### src/rtl/shadow_flag_stack_if.sv
// Flag-stack request/status bundle between the interrupt/control unit
// (master) and the shadow flag stack (slave).
interface shadow_flag_stack_if #(
   parameter int NUM_FLAGS = 2,
   parameter int DEPTH     = 4
);
   localparam int CW = $clog2(DEPTH + 1);

   logic [NUM_FLAGS-1:0] FLG_IN;
   logic                 FLG_SHAD_LD;
   logic                 FLG_SHAD_POP;
   logic                 ERR_CLR;
   logic [NUM_FLAGS-1:0] SHAD_FLG;
   logic [CW-1:0]        COUNT;
   logic                 EMPTY;
   logic                 FULL;
   logic                 OVF;
   logic                 UNF;

   modport master (
      output FLG_IN, FLG_SHAD_LD, FLG_SHAD_POP, ERR_CLR,
      input  SHAD_FLG, COUNT, EMPTY, FULL, OVF, UNF
   );

   modport slave (
      input  FLG_IN, FLG_SHAD_LD, FLG_SHAD_POP, ERR_CLR,
      output SHAD_FLG, COUNT, EMPTY, FULL, OVF, UNF
   );
endinterface

### src/rtl/shadow_flag_stack.sv
// LIFO of NUM_FLAGS-wide flag snapshots for nested interrupts; the top entry
// feeds the flag-restore mux. Circular storage addressed by base + count.
module shadow_flag_stack #(
   parameter int NUM_FLAGS = 2,
   parameter int DEPTH     = 4,
   parameter int OVF_MODE  = 0
) (
   input  logic                 clk,
   input  logic                 RST_N,
   shadow_flag_stack_if.slave   bus
);
   localparam int CW = $clog2(DEPTH + 1);
   localparam int IW = (DEPTH > 1) ? $clog2(DEPTH) : 1;
   localparam logic [CW-1:0] DEPTH_C = CW'(DEPTH);

   logic [NUM_FLAGS-1:0] mem_q [DEPTH];
   logic [NUM_FLAGS-1:0] mem_d [DEPTH];
   logic [IW-1:0]        base_q, base_d;
   logic [CW-1:0]        cnt_q,  cnt_d;
   logic                 ovf_q,  ovf_d;
   logic                 unf_q,  unf_d;

   logic [IW-1:0]        top_idx;
   logic [IW-1:0]        nxt_idx;
   logic                 is_empty;
   logic                 is_full;

   // DEPTH may be non-power-of-two, so wrap by compare-and-subtract.
   function automatic logic [IW-1:0] wrap_add(input logic [IW-1:0] a,
                                              input logic [CW-1:0] b);
      logic [CW:0] s;
      s = (CW+1)'(a) + (CW+1)'(b);
      if (s >= (CW+1)'(DEPTH))
         s = s - (CW+1)'(DEPTH);
      return IW'(s);
   endfunction

   assign is_empty = (cnt_q == '0);
   assign is_full  = (cnt_q == DEPTH_C);
   assign top_idx  = is_empty ? '0 : wrap_add(base_q, cnt_q - CW'(1));
   assign nxt_idx  = wrap_add(base_q, cnt_q);

   always_comb begin
      mem_d  = mem_q;
      base_d = base_q;
      cnt_d  = cnt_q;
      ovf_d  = ovf_q & ~bus.ERR_CLR;
      unf_d  = unf_q & ~bus.ERR_CLR;

      if (bus.FLG_SHAD_LD && bus.FLG_SHAD_POP && !is_empty) begin
         // Return-then-reenter: replace the top in place, never an overflow.
         mem_d[top_idx] = bus.FLG_IN;
      end else if (bus.FLG_SHAD_LD) begin
         if (!is_full) begin
            mem_d[nxt_idx] = bus.FLG_IN;
            cnt_d          = cnt_q + CW'(1);
         end else begin
            ovf_d = 1'b1;
            if (OVF_MODE == 1) begin
               mem_d[base_q] = bus.FLG_IN;
               base_d        = wrap_add(base_q, CW'(1));
            end
         end
      end else if (bus.FLG_SHAD_POP) begin
         if (!is_empty)
            cnt_d = cnt_q - CW'(1);
         else
            unf_d = 1'b1;
      end
   end

   always_ff @(posedge clk or negedge RST_N) begin
      if (!RST_N) begin
         for (int i = 0; i < DEPTH; i++)
            mem_q[i] <= '0;
         base_q <= '0;
         cnt_q  <= '0;
         ovf_q  <= 1'b0;
         unf_q  <= 1'b0;
      end else begin
         for (int i = 0; i < DEPTH; i++)
            mem_q[i] <= mem_d[i];
         base_q <= base_d;
         cnt_q  <= cnt_d;
         ovf_q  <= ovf_d;
         unf_q  <= unf_d;
      end
   end

   assign bus.SHAD_FLG = is_empty ? '0 : mem_q[top_idx];
   assign bus.COUNT    = cnt_q;
   assign bus.EMPTY    = is_empty;
   assign bus.FULL     = is_full;
   assign bus.OVF      = ovf_q;
   assign bus.UNF      = unf_q;
endmodule

### src/flat_wrapper.sv
// flat-port wrapper written by rule: the top's interface ports become plain ports
module shadow_flag_stack_flat 
#(
   parameter int NUM_FLAGS = 2,
   parameter int DEPTH     = 4,
   parameter int OVF_MODE  = 0
)
  (clk, RST_N, bus_FLG_IN, bus_FLG_SHAD_LD, bus_FLG_SHAD_POP, bus_ERR_CLR, bus_SHAD_FLG, bus_COUNT, bus_EMPTY, bus_FULL, bus_OVF, bus_UNF);
  shadow_flag_stack_if #(.NUM_FLAGS(NUM_FLAGS), .DEPTH(DEPTH)) bus_i ();
  input  logic clk;
  input  logic RST_N;
  input wire logic [$bits(bus_i.FLG_IN)-1:0] bus_FLG_IN;
  input wire logic [$bits(bus_i.FLG_SHAD_LD)-1:0] bus_FLG_SHAD_LD;
  input wire logic [$bits(bus_i.FLG_SHAD_POP)-1:0] bus_FLG_SHAD_POP;
  input wire logic [$bits(bus_i.ERR_CLR)-1:0] bus_ERR_CLR;
  output wire logic [$bits(bus_i.SHAD_FLG)-1:0] bus_SHAD_FLG;
  output wire logic [$bits(bus_i.COUNT)-1:0] bus_COUNT;
  output wire logic [$bits(bus_i.EMPTY)-1:0] bus_EMPTY;
  output wire logic [$bits(bus_i.FULL)-1:0] bus_FULL;
  output wire logic [$bits(bus_i.OVF)-1:0] bus_OVF;
  output wire logic [$bits(bus_i.UNF)-1:0] bus_UNF;
  assign bus_i.FLG_IN = bus_FLG_IN;
  assign bus_i.FLG_SHAD_LD = bus_FLG_SHAD_LD;
  assign bus_i.FLG_SHAD_POP = bus_FLG_SHAD_POP;
  assign bus_i.ERR_CLR = bus_ERR_CLR;
  assign bus_SHAD_FLG = bus_i.SHAD_FLG;
  assign bus_COUNT = bus_i.COUNT;
  assign bus_EMPTY = bus_i.EMPTY;
  assign bus_FULL = bus_i.FULL;
  assign bus_OVF = bus_i.OVF;
  assign bus_UNF = bus_i.UNF;
  shadow_flag_stack #(.NUM_FLAGS(NUM_FLAGS), .DEPTH(DEPTH), .OVF_MODE(OVF_MODE)) u_core (.clk(clk), .RST_N(RST_N), .bus(bus_i));
endmodule
### config.mk
export PLATFORM = sky130hd
export DESIGN_NAME = shadow_flag_stack_flat
export DESIGN_NICKNAME = d
export VERILOG_FILES = /design/src/rtl/shadow_flag_stack_if.sv /design/src/rtl/shadow_flag_stack.sv /design/src/flat_wrapper.sv
export SDC_FILE = /design/constraint.sdc
export NUM_CORES = 1
export LEC_CHECK = 0
export ABC_CLOCK_PERIOD_IN_PS = 1900
export BUFFER_PORTS_ARGS = -buffer_cell sky130_fd_sc_hd__buf_4
export CAP_MARGIN = 10
export CORE_AREA = 2 2 46 48
export CTS_CLUSTER_SIZE = 25
export DETAILED_ROUTE_END_ITERATION = 12
export DIE_AREA = 0 0 48 50
export PLACE_DENSITY = 0.7
export SKIP_CTS_REPAIR_TIMING = 1
export SLEW_MARGIN = 20
export SYNTH_ARGS = -nofsm -noshare
export SYNTH_HDL_FRONTEND = slang
export SYNTH_SLANG_ARGS = --single-unit
### constraint.sdc
create_clock -name clk -period 1.9 [get_ports clk]
set_clock_uncertainty 0.05 [all_clocks]
set_input_delay 0.38 -clock clk [delete_from_list [all_inputs] [get_ports clk]]
set_output_delay 0.38 -clock clk [all_outputs]
set_load 0.02 [all_outputs]
After elaboration in Yosys (flattened, before gate mapping)
Cells that the tools add are included.
{"block": "word_totals", "inputBits": 7, "word_cells": 64, "regBits": 13}
{"block": "classes", "n_addsub": 4, "n_bitwise": 6, "n_mux": 27, "eq_ne": 4, "n_reduce_logical": 10, "order_cmp": 6}
{"op": "2-to-1 mux 8 bit", "count": 3}
{"op": "bitwise mux 8 bit", "count": 2}
{"op": "2-to-1 mux 2 bit", "count": 8}
{"op": ">= comparator 3 bit, second input constant", "count": 4}
{"op": "2-to-1 mux 3 bit", "count": 4}
{"op": "demux 2 bit (select 2 bit)", "count": 2}
{"op": "2-to-1 mux 1 bit", "count": 7}
{"op": "< comparator 3 x 1 -> 1 bit, second input constant", "count": 2}
{"op": "NOT 2 -> 3 bit", "count": 2}
{"op": "binary-select mux 2 bit (select 2 bit)", "count": 1}
{"op": "logical AND 1 bit", "count": 4}
{"op": "inequality test 2 bit, second input constant", "count": 2}
{"op": "AND reduction 4 bit", "count": 1}
{"op": "nonzero test 2 bit", "count": 2}
{"op": "subtractor 2 x 1 -> 2 bit, second input constant", "count": 2}
{"op": "adder 3 x 1 -> 3 bit, second input constant", "count": 1}
{"op": "== test 3 bit, second input constant", "count": 1}
{"op": "logical NOT 3 bit", "count": 1}
{"op": "subtractor 3 x 1 -> 3 bit, second input constant", "count": 1}
{"op": "AND 1 bit", "count": 2}
{"op": "inequality test 2 x 1 -> 1 bit, second input constant", "count": 1}
{"op": "NOT 1 bit", "count": 2}
{"op": "AND reduction 2 bit", "count": 1}
{"op": "logical NOT 1 bit", "count": 1}

Logic depth before layout (Yosys ltp)
Gate-level depths: netlist of the first run.
{"block": "depth", "ltp_word": 11, "mapped_depth": 8, "ltp_nobuf": 6}

Worst setup path before layout of the first run
OpenSTA, ideal clock, no wires.
{"block": "synth_timing", "path_type": "register -> output", "start": "reg u_core.cnt_q[0], in the netlist u_core.bus.COUNT[0]", "end": "out bus_SHAD_FLG[0]", "arrival_time_ps": 1768, "slack_ps": -298, "path_stages_with_launch": 6, "path_cell_list": "dfrtp_1 buf_4 inv_1 ha_1 buf_6 o32ai_1"}
{"block": "synth_between", "elab_chain_len": 9, "word_cells_on_any_way": 11, "cone_classes": "add/sub (2); order compare (1); mux (6); bitwise (1); reduce/logical (1)"}
{"element": "start, declared", "line": "shadow_flag_stack.sv:19", "text": "logic [CW-1:0] cnt_q, cnt_d;"}
{"element": "start signal, assigned", "line": "shadow_flag_stack.sv:84", "text": "cnt_q <= cnt_d;"}
{"element": "subtractor 3 x 1 -> 3 bit", "line": "shadow_flag_stack.sv:40", "text": "assign top_idx = is_empty ? '0 : wrap_add(base_q, cnt_q - CW'(1));"}
{"element": ">= comparator 3 bit / subtractor 2 x 1 -> 2 bit (equally long branches)", "line": "shadow_flag_stack.sv:33, shadow_flag_stack.sv:34"}
{"element": "2-to-1 mux 2 bit", "line": "shadow_flag_stack.sv:33", "text": "if (s >= (CW+1)'(DEPTH))"}
{"element": "2-to-1 mux 2 bit", "line": "shadow_flag_stack.sv:40"}
{"element": "NOT 2 -> 3 bit (not written as such)", "line": "shadow_flag_stack.sv:90", "text": "assign bus.SHAD_FLG = is_empty ? '0 : mem_q[top_idx];"}
{"element": "binary-select mux 2 bit (select 2 bit)", "line": "shadow_flag_stack.sv:90"}
{"element": "2-to-1 mux 2 bit (not written as such) (2 in a row)", "line": "shadow_flag_stack.sv:90"}
{"element": "2-to-1 mux 2 bit *", "line": "shadow_flag_stack.sv:90"}
{"element": "end, declared", "line": "flat_wrapper.sv:16", "text": "output wire logic [$bits(bus_i.SHAD_FLG)-1:0] bus_SHAD_FLG;"}
Mark *: on every way between the ends. The rest lies on a longest branch, timed or not. The select of a mux whose other input is x is not followed.

Worst setup path in the final report of the first run
{"block": "layout_timing", "start": "reg u_core.cnt_q[0], in the netlist u_core.bus.COUNT[0]", "end": "out bus_SHAD_FLG[1]"}
Same word-level chain as after synthesis.

==> run summary, run 1 <==
Final Cell Area: 1112 sq um
Syn Nets: 92
Sequential cell area: 327.8 sq um
Most common cell in the netlist: dfrtp_1
Status: finished with violations
Core ar.: 1902 sq um
Slew at the pin closest to its max-slew limit: 0.3241 ns
Diode count: 0
I/O pin cnt: 16
IO buf count: 15
Vias in the first global route: 611
TritonCTS Sinks: 13
Seq/Total Area, Yosys: 0.3812
Final Util: 0.5849
Max Slew Vio Count: 0
Insertion delay to the later sink of the worst-skew pair: 0.28 ns
Min cycle time layout: 1.957 ns
Fmax: 511.0 MHz
Worst Path Required: 1.47 ns
P&R area growth vs syn: 30.35%
Initial antenna violation count: 0
Synth unique cells: 34
Fillers: 163
GRT Overall Usage: 0.1550
CP Class: reg -> out
Max_slew headroom: 0.7839
Mapped Area: 853.3 sq um
Tcrit/Tclk final: 1.030
Largest net degree at the start of global routing: 17
Routed wire length: 1737 um
TNS Setup: -0.1214 ns
Share of the synthesized area in the top cell type: 0.3812
Top FF cell, synth: dfrtp_1
Post-synth EDFFs: 0
Post-detail-place hpwl: 1324 um
Hold path cells: 2
Final setup fails: 3
Fin worst setup slack: -0.05700 ns
DIE WIDTH: 48 um
Most instantiated cells after synthesis: dfrtp_1 (13), inv_1 (6)
P_leak: 0.5011 nW
Crit path launch type: flip-flop
Hold Violations, Final: 0
DIE AREA: 2400 sq um
Worst hold-check path type: in -> reg
Placer congestion estimate: 0.7777
Synthesized area per cell: 10.67 sq um
R2R Path Start: u_core.bus.COUNT[1]
Pre-CTS worst setup slack: 0.03254 ns
Pwr Density: 1791 nW/um^2
Hold slack: 0.2483 ns
RSZ-0062 raised after global routing: yes
Via/cell ratio: 5.154
Layout cell share with drive strength beyond 1: 0.4757
Hold Path Origin: bus_ERR_CLR
CTS tree: yes
CP Max Fanout: 6
Synthesized instance count: 80
FF-to-FF path depth: 7
Root buf cell: clkbuf_4
Multi-input gate area: 508.0 sq um
ANT nets after route: 0
Row count: 16
Worst-path clk slew: 0.09 ns
Yosys warnings: 0
Residual DRC count: 0
Vias: 670
Worst R2R Setup Slack: 0.06 ns
Gr ovfl total: 0
Hold Path End: u_core.bus.UNF
Failing checks: negative setup slack
Iteration-0 DRC Markers: 3
Reg2reg end: u_core.mem_q[1]
Starting Density: 0.4487
Crit path DAT: 1.53 ns
Max-Cap Viols: 0
Wire per inst: 13.36 um
Cell taking the most area after synthesis: dfrtp_1
First-pass iteration count of the detailed router: 4
Worst VDD drop: 0.0009021 V
Global-route wire length before repair: 2608 um
CTS max path bufs: 2
# nets final: 116
Ranking of synthesized cells by area: dfrtp_1 (38%), ha_1 (7.3%), mux2i_1 (5.9%)
Placed Area: 1035 sq um
Die Y: 50 um
Async SR Flop Fraction: 1.000
Crit. End Element: output pin
Yosys reg bits: 13
H-Tree Depth: 1
TritonCTS buffer count: 3
[cell families after synthesis]
logic type | share of synthesized area
AND/OR/NAND/NOR | 0.09239
AO/OA/AOI/OAI | 0.1936
buffers and inverters | 0.08063
flip-flops | 0.3812
adder cells (fa/ha/maj) | 0.07331
XOR/XNOR | 0.01027
multiplexers | 0.1686
[sequential cells by signal, summed over array words and instances, names as in the netlist]
register	flops
u_core.bus.UNF	1
u_core.bus.OVF	1
u_core.bus.COUNT	3
u_core.mem_q	8
[metrics by stage]
stage / std cells / total power, mW
2_1_floorplan: 80 / 1.411
3_3_place_gp: 122 / 1.719
3_5_place_dp: 122 / 1.727
4_1_cts: 126 / 1.911
5_1_grt: 130 / 2.110
6_report: 130 / 1.992
[power breakdown]
group	switching, mW	internal, mW	total (mW)
sequential	0.0945	0.412	0.507
combinational	0.645	0.665	1.31
clock	0.0964	0.0780	0.174
[area by class of cell]
type / count / area share
tap: 27 / 0.03037
inverter: 7 / 0.02587
clock inverter: 1 / 0.004499
multi-input combinational: 55 / 0.4567
timing repair buffer: 24 / 0.1676
sequential: 13 / 0.2947
clock buffer: 3 / 0.02025
[metal layers]
layer  GRT usage  routed length (um)  vias to the layer above
met5           0                   0                        -
met3     0.04029                  60                        2
met2      0.2289                 796                       15
met1      0.2141                 870                      318
li1            -                   -                      335
met4     0.05405                  10                        0
[worst max path at each step]
stage          slack (ns)                 from  cells past startpoint              end
6_report            -0.06  u_core.bus.COUNT[0]                      3  bus_SHAD_FLG[1]
5_1_grt             -0.11  u_core.bus.COUNT[1]                      6  bus_SHAD_FLG[1]
4_1_cts             -0.26  u_core.bus.COUNT[1]                      6  bus_SHAD_FLG[0]
3_5_place_dp         0.03  u_core.bus.COUNT[1]                      6  u_core.mem_q[4]
3_3_place_gp         0.08  u_core.bus.COUNT[1]                      6  u_core.mem_q[2]
2_1_floorplan      -0.005  u_core.bus.COUNT[0]                      8  u_core.mem_q[0]
[cell usage in the layout (no fill, tap or decap), types with 2 or more instances in the layout]
cell type,Yosys,layout
dfrtp_2,0,2
mux2_4,1,3
mux2_2,3,3
mux2_1,4,2
mux2i_1,5,5
o32ai_2,0,2
inv_2,1,3
nor4_1,2,2
buf_4,2,22
clkbuf_4,0,3
inv_1,6,3
dfrtp_1,13,11
o21ai_0,5,5
nor2_1,2,2
a21oi_1,5,4
ha_1,5,4
nand2_1,2,2
[critical path: stages, from the launching register on]
cell	delay, ns
dfrtp_2	0.44
ha_1	0.32
o32ai_2	0.30
buf_4	0.18
Power figures use the tool's default switching activity.
==> inputs of run 2 (changes only) <==
CTS_CLUSTER_SIZE = 16   (was 25)
MAX_ROUTING_LAYER = met4   (was not set)
==> run 2 against run 1 <==
The flow still finishes with violations (negative setup slack). First-iteration DRC count down 33%. Clock power is essentially flat. Critical endpoint unchanged. Final cell count did not move. Critical path type unchanged.
==> run summary, run 2 (same netlist as run 1, synthesis figures left out) <==
Status: finished with violations
Failing checks: negative setup slack
Crit-path cells: inv_2, ha_4, and2_4, a21oi_4, o32ai_2, buf_4
Worst VDD drop: 0.0008741 V
Layer with the highest usage: met2
Die Y: 50 um
Slew at the pin closest to its max-slew limit: 0.2787 ns
Largest net degree at the start of global routing: 17
Post-detail-place hpwl: 1324 um
# nets final: 116
Met1 Use GR: 0.2187
Commonest non-fill, non-tap cells in the layout: buf_4 (21), dfrtp_1 (11), mux2i_1 (5), o21ai_0 (5), a21oi_1 (4)
Tot Pwr: 2.010 mW
Wire per inst: 13.47 um
Commonest non-fill, non-tap cell in the layout: buf_4
Via/cell ratio: 5.300
Fmax: 514.6 MHz
CTS tree: yes
Residual DRC count: 0
Crit-path max cell delay: 0.45 ns
Worst-path clk slew: 0.09 ns
Starting Density: 0.4487
Gr ovfl total: 0
Diode count: 0
Met2 global-route usage: 0.2289
ANT nets after route: 0
CP Max Fanout: 8
CTS max path bufs: 2
DIE AREA: 2400 sq um
Biggest register: u_core.mem_q
Global-route wire length before repair: 2608 um
Hold Violations, Final: 0
Placer congestion estimate: 0.7884
TritonCTS buffer count: 3
RSZ-0062 raised after global routing: yes
Tcrit/Tclk final: 1.023
DIE WIDTH: 48 um
First-pass iteration count of the detailed router: 2
Worst Path Required: 1.47 ns
Row count: 16
Iteration-0 DRC Markers: 2
Vias: 689
Multi-input gate area: 510.5 sq um
Worst R2R Setup Slack: 0.06 ns
H-Tree Depth: 1
Max_slew headroom: 0.8089
Vias in the first global route: 611
GRT Overall Usage: 0.1590
Initial antenna violation count: 0
Final Util: 0.5882
Fin worst setup slack: -0.04326 ns
Routed wire length: 1751 um
Max-Cap Viols: 0
Worst hold-check path type: in -> reg
Core ar.: 1902 sq um
Fillers: 166
Final cell count without fillers: 130
P_leak: 0.5003 nW
Pwr Density: 1797 nW/um^2
Met3 global-route usage: 0.03297
Max Slew Vio Count: 0
Dpl cells: 122
P&R area growth vs syn: 31.08%
Final setup fails: 3
Root buf cell: clkbuf_4
CP Class: reg -> out
IO buf count: 15
Insertion delay to the later sink of the worst-skew pair: 0.28 ns
Crit path launch type: flip-flop
TritonCTS Sinks: 13
Max FFs per register: 8
I/O pin cnt: 16
Min cycle time layout: 1.943 ns
Slowest cell on crit path: dfrtp_2
Sequential cell area: 327.8 sq um
Crit path DAT: 1.51 ns
Crit. End Element: output pin
Layout cell share with drive strength beyond 1: 0.4854
## run 2: through the flow
| step | worst slack, ns | area, sq um | hold slack, ns | TNS, ns |
|---|---|---|---|---|
| floorplan | -0.004617 | 897.1 | 0.03441 | -0.01340 |
| global placement | 0.08430 | 1035 | 0.1839 | 0 |
| detailed placement | 0.03254 | 1035 | 0.1839 | 0 |
| CTS | -0.2603 | 1062 | -0.1287 | -0.6266 |
| global route | -0.1129 | 1119 | 0.2470 | -0.3616 |
| finish | -0.04326 | 1119 | 0.2455 | -0.1050 |
## run 2: worst paths after layout
check | from | to | cells after the start
worst max-delay path | u_core.bus.COUNT[1] | bus_SHAD_FLG[1] | 6
worst min-delay path | bus_ERR_CLR | u_core.bus.UNF | 2
worst max register to register | u_core.bus.COUNT[1] | u_core.mem_q[4] | 6
worst min register to register | u_core.mem_q[6] | u_core.mem_q[6] | 1
max in group asynchronous | RST_N | u_core.bus.COUNT[0] | 2
min in group asynchronous | RST_N | u_core.mem_q[7] | 2
## run 2: layout make-up
cell class / count / area share
clock buffers: 3 / 0.02013
multi-input cells: 55 / 0.4564
repair buffers: 24 / 0.1700
inverters: 7 / 0.02573
clock inverters: 1 / 0.004474
flip-flops and latches: 13 / 0.2931
well taps: 27 / 0.03020
## run 2: metal layers
| metal | vias up | share of wire |
|---|---|---|
| met5 | - | 0 |
| met4 | 0 | 0.013 |
| met3 | 4 | 0.030 |
| met1 | 336 | 0.49 |
| li1 | 335 | - |
| met2 | 14 | 0.46 |
## run 2: critical path: cells and delay by family, from the launching register on
| kind | cells | cell delay (ns) |
|---|---|---|
| AND/OR/NAND/NOR | 1 | 0.17 |
| adder cells (fa/ha/maj) | 1 | 0.19 |
| flip-flops | 1 | 0.45 |
| buffers and inverters | 2 | 0.27 |
| AO/OA/AOI/OAI | 2 | 0.14 |
## run 2: power by group
part | internal, mW | total [mW] | switching (mW)
Combinational | 0.676 | 1.33 | 0.649
Sequential | 0.412 | 0.509 | 0.0970
Clock | 0.0781 | 0.175 | 0.0965
Total | 1.17 | 2.01 | 0.843
==> inputs of run 3 (changes only) <==
ABC_CLOCK_PERIOD_IN_PS = 1650   (was 1900)
TNS_END_PERCENT = 10   (was not set)
clock period = 1.65 ns   (was 1.9 ns; I/O delays follow)
==> run 3 against run 2 <==
Global-route usage grew 3.6 points. Combinational power is 44% higher. Non-clock buffer count increased by 13. Total power up 34%. The run still ends with negative setup slack left. Count of clock-buffer cells in the layout up 1. Wire length up 25%. Die area unchanged. Flip-flop and latch count stayed put. First-iteration DRC count grew to 3.0 times the previous value.
==> run summary, run 3 (same netlist as run 1, synthesis figures left out) <==
Status: finished with violations
Failing checks: negative setup slack
I/O pin cnt: 16
Fin worst setup slack: -0.2723 ns
ANT nets after route: 0
Combinational power share: 0.705
Root buf cell: clkbuf_4
Tcrit/Tclk final: 1.165
Global-route wire length before repair: 3146 um
Layout cell share with drive strength beyond 1: 0.5431
Fmax: 520.2 MHz
Layer with the highest usage: met2
Min cycle time layout: 1.922 ns
Worst-path clk slew: 0.08 ns
Biggest register: u_core.mem_q
Worst Path Required: 1.27 ns
GRT Overall Usage: 0.1954
Wire per inst: 15.27 um
Met3 global-route usage: 0.03297
Pwr Density: 2128 nW/um^2
Largest net degree at the start of global routing: 14
Internal power: 1.574 mW
Net Sw Frac: 0.4175
Crit path DAT: 1.54 ns
CTS tree: yes
Pre-CTS worst setup slack: -0.1993 ns
Die Y: 50 um
Via/cell ratio: 5.287
Vias: 756
Crit. End Element: output pin
Residual DRC count: 0
Routed wire length: 2183 um
Sw Pwr: 1.128 mW
Met1 Use GR: 0.2471
Slew at the pin closest to its max-slew limit: 0.3761 ns
Max FFs per register: 8
Commonest non-fill, non-tap cell in the layout: buf_4
First-pass iteration count of the detailed router: 4
Final setup fails: 13
Worst hold-check path type: in -> reg
Core ar.: 1902 sq um
TritonCTS Sinks: 13
Insertion delay to the later sink of the worst-skew pair: 0.28 ns
Slowest cell on crit path: dfrtp_1
Commonest non-fill, non-tap cells in the layout: buf_4 (33), dfrtp_1 (12), o21ai_0 (5)
Crit path launch type: flip-flop
P_leak: 0.5812 nW
Post-detail-place hpwl: 1521 um
Fillers: 151
# nets final: 129
RSZ-0062 raised after global routing: yes
DIE AREA: 2400 sq um
Crit-path cells: inv_2, ha_4, and2_4, a21oi_4, o32ai_2, buf_4
Diode count: 0
Vias in the first global route: 716
Met2 global-route usage: 0.2933
P&R area growth vs syn: 48.83%
Hold Violations, Final: 0
CP Max Fanout: 6
Worst VDD drop: 0.001211 V
Iteration-0 DRC Markers: 6
DIE WIDTH: 48 um
Starting Density: 0.4487
Dpl cells: 133
H-Tree Depth: 1
Final cell count without fillers: 143
Max-Cap Viols: 0
Crit-path max cell delay: 0.42 ns
TritonCTS buffer count: 3
Gr ovfl total: 0
Flop pwr share: 0.221
Clock network power share: 0.074
Max_slew headroom: 0.7421
CP Class: reg -> out
Placer congestion estimate: 0.8884
Initial antenna violation count: 0
CTS max path bufs: 2
Row count: 16
Max Slew Vio Count: 0
IO buf count: 15
==> run 3: critical path: cells and delay by family, from the launching register on <==
kind / cells / cell delay (ns)
fa+ha+maj: 1 / 0.18
compound gates: 2 / 0.28
flops: 1 / 0.42
simple gates: 1 / 0.15
buf+inv: 2 / 0.23
==> run 3: metrics by stage <==
stage / utilization / cell area (sq um) / setup TNS [ns] / total power, mW / hold slack [ns]
after global routing: 0.6678 / 1270 / -2.867 / 2.871 / 0.2011
after CTS: 0.6046 / 1150 / -2.448 / 2.404 / -0.1698
after floorplan: - / 903.4 / -2.003 / 1.647 / -0.01559
after detailed placement: 0.5908 / 1124 / -1.269 / 2.188 / 0.1350
after global placement: 0.5908 / 1124 / -0.6723 / 2.151 / 0.1323
final: 0.6678 / 1270 / -2.131 / 2.703 / 0.2031
==> run 3: power by group through the flow <==
stage / Combinational (mW) / Sequential [mW] / Clock (mW)
finish: 1.91 / 0.596 / 0.201
global route: 2.03 / 0.612 / 0.225
CTS: 1.62 / 0.579 / 0.207
detailed placement: 1.60 / 0.584 / 0
global placement: 1.58 / 0.573 / 0
floorplan: 1.03 / 0.618 / 0
==> run 3: cell type report <==
type                    instances  area, sq um  share of cell area
repair buffers                 37        292.8              0.2305
multi-input cells              55        561.8              0.4424
well taps                      27        33.78             0.02660
inverters                       7        28.78             0.02266
clock buffers                   4        26.28             0.02069
flip-flops and latches         13        326.6              0.2571
==> run 3: worst paths after layout <==
path / end / slack (ns) / startpoint / cells past startpoint
worst max-delay path: bus_SHAD_FLG[1] / -0.27 / u_core.bus.COUNT[1] / 6
worst min register to register: u_core.bus.OVF / 0.45 / u_core.bus.OVF / 1
worst max register to register: u_core.mem_q[4] / -0.24 / u_core.bus.COUNT[0] / 6
worst min-delay path: u_core.bus.UNF / 0.20 / bus_ERR_CLR / 2
max in group asynchronous: u_core.bus.COUNT[0] / 0.99 / RST_N / 2
min in group asynchronous: u_core.mem_q[1] / 0.37 / RST_N / 2
==> run 3: routing by layer <==
metal / wire length [um] / up-vias
li1: - / 362
met2: 1101 / 22
met3: 66 / 4
met5: 0 / -
met1: 967 / 368
met4: 47 / 0
